File: src/rtl/mesm6_defines.sv
// MESM-6 core constants: bus arbiter state encoding,
// access timeout default and wait counter width.
package mesm6_defines;

   typedef enum logic [1:0] {
      ST_IDLE,
      ST_D_ACC,
      ST_I_ACC,
      ST_RESP
   } arb_state_t;

   localparam int unsigned TIMEOUT_DEF = 255;
   localparam int CNT_W = 10;

endpackage

File: src/rtl/mesm6_busarb.sv
// MESM-6 memory arbiter: shares one single-port memory
// between the instruction and data buses, data first.
module mesm6_busarb
   import mesm6_defines::*;
#(
   parameter int unsigned TIMEOUT = TIMEOUT_DEF
) (
   input  logic        clk,
   input  logic        reset,
   input  logic        ibus_fetch,
   input  logic [14:0] ibus_addr,
   output logic [47:0] ibus_input,
   output logic        ibus_done,
   input  logic        dbus_read,
   input  logic        dbus_write,
   input  logic [14:0] dbus_addr,
   input  logic [47:0] dbus_output,
   output logic [47:0] dbus_input,
   output logic        dbus_done,
   output logic        mem_req,
   output logic        mem_we,
   output logic [14:0] mem_addr,
   output logic [47:0] mem_wdata,
   input  logic [47:0] mem_rdata,
   input  logic        mem_ready,
   output logic        bus_err
);

   arb_state_t       state, state_nx;
   logic [CNT_W-1:0] cnt;
   logic             abort;
   logic             d_srv, i_srv;
   logic [47:0]      dbuf, ibuf;
   logic             tmo, acc_done;
   logic [47:0]      rdata;

   // A timed-out access completes with zero read data.
   assign tmo      = !mem_ready && (cnt == CNT_W'(TIMEOUT));
   assign acc_done = mem_ready || tmo;
   assign rdata    = tmo ? 48'd0 : mem_rdata;

   always_ff @(posedge clk) begin
      if (reset) begin
         state <= ST_IDLE;
         cnt   <= '0;
         abort <= 1'b0;
         d_srv <= 1'b0;
         i_srv <= 1'b0;
         dbuf  <= '0;
         ibuf  <= '0;
      end else begin
         state <= state_nx;
         unique case (state)
            ST_IDLE: begin
               cnt   <= '0;
               abort <= 1'b0;
               d_srv <= dbus_read | dbus_write;
               i_srv <= ibus_fetch & ~(dbus_read | dbus_write);
            end
            ST_D_ACC: begin
               if (acc_done) begin
                  cnt <= '0;
                  if (tmo)
                     abort <= 1'b1;
                  if (!dbus_write)
                     dbuf <= rdata;
                  if (ibus_fetch)
                     i_srv <= 1'b1;
               end else begin
                  cnt <= cnt + 1'b1;
               end
            end
            ST_I_ACC: begin
               if (acc_done) begin
                  if (tmo)
                     abort <= 1'b1;
                  ibuf <= rdata;
               end else begin
                  cnt <= cnt + 1'b1;
               end
            end
            ST_RESP: begin
            end
         endcase
      end
   end

   always_comb begin
      state_nx  = state;
      mem_req   = 1'b0;
      mem_we    = 1'b0;
      mem_addr  = '0;
      mem_wdata = '0;
      unique case (state)
         ST_IDLE: begin
            if (dbus_read || dbus_write)
               state_nx = ST_D_ACC;
            else if (ibus_fetch)
               state_nx = ST_I_ACC;
         end
         ST_D_ACC: begin
            mem_req   = 1'b1;
            mem_we    = dbus_write;
            mem_addr  = dbus_addr;
            mem_wdata = dbus_output;
            if (acc_done)
               state_nx = ibus_fetch ? ST_I_ACC : ST_RESP;
         end
         ST_I_ACC: begin
            mem_req  = 1'b1;
            mem_addr = ibus_addr;
            if (acc_done)
               state_nx = ST_RESP;
         end
         ST_RESP: begin
            state_nx = ST_IDLE;
         end
      endcase
   end

   assign dbus_done  = (state == ST_RESP) && d_srv;
   assign ibus_done  = (state == ST_RESP) && i_srv;
   assign bus_err    = (state == ST_RESP) && abort;
   assign dbus_input = dbuf;
   assign ibus_input = ibuf;

endmodule
File: config.mk
export PLATFORM = sky130hd
export DESIGN_NAME = mesm6_busarb
export DESIGN_NICKNAME = d
export VERILOG_FILES = /design/src/rtl/mesm6_defines.sv /design/src/rtl/mesm6_busarb.sv
export SDC_FILE = /design/constraint.sdc
export NUM_CORES = 1
export LEC_CHECK = 0
export ABC_AREA = 1
export CAP_MARGIN = 20
export CORE_AREA = 2 2 114 116
export DETAILED_ROUTE_END_ITERATION = 10
export DIE_AREA = 0 0 116 118
export DONT_BUFFER_PORTS = 1
export GPL_TIMING_DRIVEN = 0
export REMOVE_ABC_BUFFERS = 1
export SYNTH_ARGS = -nofsm -noshare
export SYNTH_HDL_FRONTEND = slang
export SYNTH_SLANG_ARGS = --single-unit
File: constraint.sdc
create_clock -name clk -period 2.2 [get_ports clk]
set_clock_uncertainty 0.2 [all_clocks]
set_input_delay 0.11 -clock clk [delete_from_list [all_inputs] [get_ports clk]]
set_output_delay 0.11 -clock clk [all_outputs]
set_load 0.05 [all_outputs]
==> metrics.md, run 1 <==
| Metric | Value |
|---|---|
| Final Hold Violating Endpoints | `0` |
| Final setup fails | `0` |
| Synth Warn # | `0` |
| Final hold slack | `around 4.6 ps` |
| Clk root buf | `clkbuf_16` |
| Clock sinks | `about 110` |
| Starting density of the core | `0.4354` |
| CTS tree | `yes` |
| Worst-Margin Slew | `approximately 1000 ps` |
| Die Area | `about 14000 sq um` |
| Total Wirelength | `just over 20 mm` |
| Antenna-violating nets left | `0` |
| Crit-path cells | `inv_2 -> ha_4 -> clkinv_8 -> a21oi_4` |
| Gpl congestion | `0.9288` |
| Critical path's top delay family | `adder cells` |
| Crit path DAT | `around 1800 ps` |
| First-pass GRT wire length | `between 20 and 30 mm` |
| CTS buffer count | `9` |
| Crit. End Element | `output port` |
| Final nets | `approximately 1.0k` |
| FP Rows | `41` |
| Number of distinct library cells after synthesis | `30` |
| Deepest clock path buffer count | `2` |
| GR Overflow Total | `0` |
| Die Span Y | `118 um` |
| Setup_tns | `0 ps` |
| Post-route clock period utilization | `0.9714` |
| DRC Markers | `0` |
| Final instance area | `just under 7000 sq um` |
| Crit Path Class | `register to output port` |
| Diodes inserted | `0` |
| RR Startpoint | `cnt[1]` |
| Avg Inst Size Synth | `6.497 sq um` |
| Power per cell area | `roughly 1300 nW/um^2` |
| Status | `completed` |
| Synthesized flop and latch total | `between 100 and 150` |
| Sequential share of the synthesized area | `0.4111` |
| Slowest stage cell, crit path | `ha_4` |
| Via count | `5591` |
| Crit start category | `register` |
| Critical R2R Capture | `dbus_input[0]` |
| DR vias/cell | `5.335` |
| Max_slew headroom | `0.3151` |
| PortBufs | `0` |
| Worst slack, placed | `-898.3 ps` |
| Hold Path Sink | `abort` |
| R2R cell count | `7` |
| Setup ws final | `about 63 ps` |
| Core footprint | `12410 sq um` |
| Slew Limit Fails | `0` |
| Drt wl/cell | `a little under 20 um` |
| Detailed Route Iter0 Violations | `a little over 600` |
| Max VDD drop | `roughly 0.0016 V` |
| Hold path depth | `4` |
| H-Tree Level Count | `3` |
| Area of the mapped netlist | `approximately 5400 sq um` |
| DP Area | `~5500 sq um` |
| IO Pins | `approximately 300` |
| CP Buf/Inv Count | `2` |
| Worst Path Required | `approximately 1900 ps` |
| F_max | `around 0.47 GHz` |
| Clock transition at path regs | `approximately 70 ps` |
| Initial antenna violation count | `0` |
| Synthesis-to-layout area growth | `26.83%` |
| Layout cells sized above 1 | `0.1005` |
| MaxCap Viol Count | `0` |
| Leakage | `approximately 3 nW` |
| Minimum clock period | `2137 ps` |
| Hold Path Class | `input pin to register` |
| Crit path max fanout | `5` |
| DR pass1 iterations | `6` |
| Flop2flop setup slack | `roughly 110 ps` |
| Fillers | `1167` |
| Worst path max stage delay | `approximately 480 ps` |
| Design Power | `a little under 9 mW` |
| Vias in the first global route | `around 5k` |
| Total track usage | `0.2650` |
| HPWL Detailed | `~12 mm` |
| RSZ-0062 raised after global routing | `no` |
| Worst hold start | `mem_ready` |
| Die Width | `about 120 um` |
| Clock Latency Late Sink | `roughly 350 ps` |
| Largest net degree at the start of global routing | `67` |
| Gate count of the mapped netlist | `roughly 830` |
-- per-stage QoR --
step | utilization | cells
2_1_floorplan | - | 782
3_3_place_gp | 0.4334 | 954
3_5_place_dp | 0.4390 | 957
4_1_cts | 0.5376 | 1036
5_1_grt | 0.5522 | 1048
6_report | 0.5522 | 1048
-- what timing repair did --
action	in CTS	in global routing
pin swaps	8	8
setup buffers	5	4
endpoints found under the setup margin	168	126
hold buffers	53	0
cloned	5	8
endpoints found under the hold margin	103	0
resized for setup	52	23
-- placed cells by master, fill, tap and decap left out, types with 8 or more instances in the layout --
cell type	instances
a21oi_1	98
a21oi_4	16
nand2_1	235
clkbuf_16	10
nor2_1	67
nand4_1	18
o21ai_0	12
o21ai_1	24
nand3_1	12
inv_1	156
dlygate4sd3_1	52
a21oi_2	8
dfxtp_1	108
-- routing by layer --
layer | vias up | share of wire | global-route usage
met5 | - | 0 | 0
met4 | 0 | 0.019 | 0.08854
met3 | 30 | 0.089 | 0.06076
met2 | 295 | 0.50 | 0.4642
met1 | 2632 | 0.39 | 0.3150
li1 | 2634 | - | -
-- worst max-delay path by stage --
| stage | to | slack [ps] | from | cells after the start |
|---|---|---|---|---|
| after floorplan | dbus_input[10] | -1330 | state[1] | 5 |
| after global placement | dbus_input[11] | -2380 | state[1] | 5 |
| after detailed placement | ibus_input[35] | -900 | cnt[0] | 9 |
| after CTS | dbus_input[11] | -7 | cnt[0] | 8 |
| after global routing | dbus_input[14] | 20 | cnt[1] | 9 |
| final | mem_addr[12] | 60 | state[1] | 4 |
-- kinds of logic after synthesis --
logic type,share of synthesized area
AND/OR/NAND/NOR,0.2630
XOR/XNOR,0.001621
flip-flops,0.4111
buffers and inverters,0.1572
AO/OA/AOI/OAI,0.1556
adder cells (fa/ha/maj),0.01157
-- cells in the mapped netlist (all sizes together) --
master  number  area share
ha           5       0.012
o21ai       36       0.033
a211oi       1      0.0023
dfxtp      111        0.41
buf         26       0.028
xor2         1      0.0016
nand3       14       0.018
o211ai       1      0.0014
nand4       18       0.021
nor2        70       0.052
nand2      239        0.17
clkinv       2      0.0016
a21oi      122        0.12
inv        160        0.11
nand3b       1      0.0014
clkbuf      24       0.017
nor3         1     0.00093
-- where the power goes --
part           leakage, nW  switching, mW  internal [mW]
Combinational         1.90           3.26          0.867
Sequential           0.901          0.894           2.26
Clock                0.137          0.831          0.796
-- worst reg2reg max path: stages, from the launching register on --
cell and delay [ps]:
dfxtp_1 350, ha_1 190, nand2_1 100, nor2_4 160
nand3_4 190, nand2_8 190, nand3_4 320, a21oi_1 310
-- layout make-up --
type | instances | area [sq um] | area share
Multi-Input combinational cell | 518 | 2699 | 0.3937
Timing Repair Buffer | 66 | 726.9 | 0.1060
Timing Repair inverter | 3 | 41.29 | 0.006023
Sequential cell | 111 | 2228 | 0.3251
Inverter | 162 | 650.6 | 0.09491
Tap cell | 172 | 215.2 | 0.03139
Clock buffer | 9 | 225.2 | 0.03285
Clock inverter | 7 | 68.82 | 0.01004
-- sequential cells by signal, indices dropped and copies added, names as in the netlist --
signal      cells
state           2
i_srv           1
d_srv           1
dbus_input     48
abort           1
ibus_input     48
cnt            10
Power figures use the tool's default switching activity.
==> run 2, diff against run 1 <==
--- a/config.mk
+++ b/config.mk
@@ -5,14 +5,14 @@
 export SDC_FILE = /design/constraint.sdc
 export NUM_CORES = 1
 export LEC_CHECK = 0
-export ABC_AREA = 1
 export CAP_MARGIN = 20
-export CORE_AREA = 2 2 114 116
+export CORE_AREA = 2 2 115 117
 export DETAILED_ROUTE_END_ITERATION = 10
-export DIE_AREA = 0 0 116 118
+export DIE_AREA = 0 0 117 119
 export DONT_BUFFER_PORTS = 1
 export GPL_TIMING_DRIVEN = 0
 export REMOVE_ABC_BUFFERS = 1
+export SETUP_SLACK_MARGIN = 0.3
 export SYNTH_ARGS = -nofsm -noshare
 export SYNTH_HDL_FRONTEND = slang
 export SYNTH_SLANG_ARGS = --single-unit
==> metrics.md, run 2 <==
| Metric | Value |
|---|---|
| Worst hold start | `reset` |
| Layout cells sized above 1 | `0.2834` |
| Yosys top cell area share | `0.4240` |
| Clock transition at path regs | `approximately 80 ps` |
| Fin util | `0.5192` |
| Gpl congestion | `a little over 0.9` |
| Worst path max stage delay | `450 ps` |
| Hold Path Sink | `ibus_input[35]` |
| Die Width | `117 um` |
| Crit. End Element | `output port` |
| Commonest non-fill, non-tap cells in the layout | `dfxtp_1, a21oi_1, o21ai_0` |
| Crit path from | `state[1]` |
| Core footprint | `12870 sq um` |
| Max VDD drop | `approximately 0.00082 V` |
| Status | `finished with violations` |
| Multi-input combinational cell area | `roughly 3100 sq um` |
| Crit Path Class | `register to output port` |
| Drt wl/cell | `about 25 um` |
| Minimum clock period | `2046 ps` |
| Failing checks | `hold timing` |
| IO Pins | `roughly 300` |
| Number of distinct library cells after synthesis | `48` |
| Hold path depth | `1` |
| GR Overflow Total | `0` |
| Post-synth top area cell | `dfxtp_1` |
| R2R cell count | `7` |
| Most frequently used flop master after synthesis | `dfxtp_1` |
| Vias in the first global route | `between 4k and 5k` |
| Starting density of the core | `0.4071` |
| CTS buffer count | `9` |
| Clock Latency Late Sink | `350 ps` |
| CP Buf/Inv Count | `2` |
| Largest net degree at the start of global routing | `around 100` |
| Flop2flop setup slack | `around 180 ps` |
| Post-synth ARST share | `0` |
| Worst Path Required | `1890 ps` |
| Sequential share of the synthesized area | `0.4240` |
| Synthesis-to-layout area growth | `27.55%` |
| Detailed Route Iter0 Violations | `545` |
| Critical path's top delay family | `adder cells` |
| Fillers | `1182` |
| Slowest stage cell, crit path | `ha_4` |
| Crit-path cells | `inv_4 -> ha_4 -> clkinv_8 -> nor2_4` |
| Deepest clock path buffer count | `2` |
| MaxCap Viol Count | `0` |
| Crit path DAT | `approximately 1700 ps` |
| Setup_tns | `0 ps` |
| Hold Path Class | `input pin to register` |
| Die Span Y | `around 120 um` |
| DR vias/cell | `6.442` |
| Final nets | `761` |
| Synth Warn # | `0` |
| Power per cell area | `between 1000 and 1500 nW/um^2` |
| RSZ-0062 raised after global routing | `yes` |
| Most frequent cell after synthesis | `dfxtp_1` |
| RR Startpoint | `state[0]` |
| Design Power | `between 9 and 10 mW` |
| Total Wirelength | `slightly above 20 mm` |
| Via count | `just over 5k` |
| Reg area | `roughly 2200 sq um` |
| Total track usage | `0.2655` |
| DR pass1 iterations | `5` |
| DRC Markers | `0` |
| F_max | `0.4887 GHz` |
| CTS tree | `yes` |
| Slew Limit Fails | `0` |
| Crit path max fanout | `8` |
| Commonest cells in the netlist | `dfxtp_1, a21oi_1, o21ai_0, clkbuf_1` |
| Number of synthesized flops with an enable pin | `0` |
| Final instance area | `6685 sq um` |
| HPWL Detailed | `~11 mm` |
| First-pass GRT wire length | `about 28 mm` |
| Gate count of the mapped netlist | `between 600 and 700` |
| Leakage | `2.130 nW` |
| FP Rows | `42` |
| Final setup fails | `0` |
| PortBufs | `0` |
| Antenna-violating nets left | `0` |
| Die Area | `roughly 14000 sq um` |
| Critical R2R Capture | `cnt[1]` |
| Commonest non-fill, non-tap cell in the layout | `dfxtp_1` |
| Clock sinks | `approximately 110` |
| Avg Inst Size Synth | `8.228 sq um` |
| Final Hold Violating Endpoints | `101` |
| Worst-Margin Slew | `about 600 ps` |
| Clk root buf | `clkbuf_16` |
| Crit start category | `register` |
| H-Tree Level Count | `3` |
| DP Area | `about 5300 sq um` |
| Initial antenna violation count | `3` |
| Post-route clock period utilization | `0.9301` |
| Area of the mapped netlist | `5241 sq um` |
| Synthesized flop and latch total | `roughly 110` |
| Synth area leaders | `dfxtp_1, a21oi_1, o21ai_0, nand4b_1, and2_1` |
| Max_slew headroom | `0.6015` |
| Final hold slack | `-384.1 ps` |
| Diodes inserted | `0` |
run 2: per-layer routing:
| layer | up-vias | wire length, um | GRT usage |
|---|---|---|---|
| met3 | 35 | 2232 | 0.1008 |
| met5 | - | 44 | 0 |
| met2 | 298 | 9748 | 0.4274 |
| met4 | 6 | 396 | 0.08456 |
| met1 | 2539 | 7810 | 0.3256 |
| li1 | 2301 | - | - |
run 2: worst reg2reg max path: cells and delay by family, from the launching register on:
kind,cells,cell delay (ps)
multiplexers,1,180
flip-flops,1,370
AO/OA/AOI/OAI,1,310
adder cells (fa/ha/maj),1,160
buffers and inverters,2,230
AND/OR/NAND/NOR,2,460
run 2: cell families after synthesis:
kind of cell               Yosys count  share of synthesized area
AOI/OAI and AO/OA                  237                     0.2535
xor gates and xnor gates             2                   0.003343
adders and majority gates            5                    0.01194
buffers and inverters               80                    0.06231
DFF                                111                     0.4240
muxes                                2                   0.004058
and+or+nand+nor                    200                     0.2409
run 2: how the worst max path moves through the flow:
stage	to	depth (start not counted)
floorplan	dbus_input[0]	5
global placement	dbus_input[31]	5
detailed placement	mem_addr[14]	4
CTS	mem_addr[14]	4
global route	cnt[1]	7
finish	mem_addr[14]	4
run 2: cell type report:
type | instances | area share
clock inverter | 5 | 0.01385
inverter | 10 | 0.008984
timing repair buffer | 44 | 0.1093
tap | 176 | 0.03294
clock buffer | 10 | 0.03425
sequential | 111 | 0.3346
multi-input combinational | 447 | 0.4636
timing repair inverter | 1 | 0.002433
run 2: metrics by stage:
step,setup WS [ps],hold slack (ps),std cells
after floorplan,-1707,-20.93,567
after global placement,-3872,-15.01,743
after detailed placement,-732.7,-12.98,747
after CTS,147.6,-394.5,787
after global routing,102.6,-396.7,804
final,153.8,-384.1,804
run 2: where the power goes:
part | internal (mW) | leakage [nW] | switching (mW)
clock network | 1.01 | 0.152 | 0.780
logic | 1.27 | 1.08 | 2.98
registers | 2.22 | 0.902 | 0.748
total | 4.50 | 2.13 | 4.51
run 2: repair_timing:
item | in CTS | in global routing
hold endpoints to repair | 111 | 102
gates cloned | 6 | 9
setup endpoints to repair | 176 | 140
setup buffers | 17 | 7
pin swaps | 23 | 66
gates resized for setup | 120 | 81
hold buffers | 2 | 1
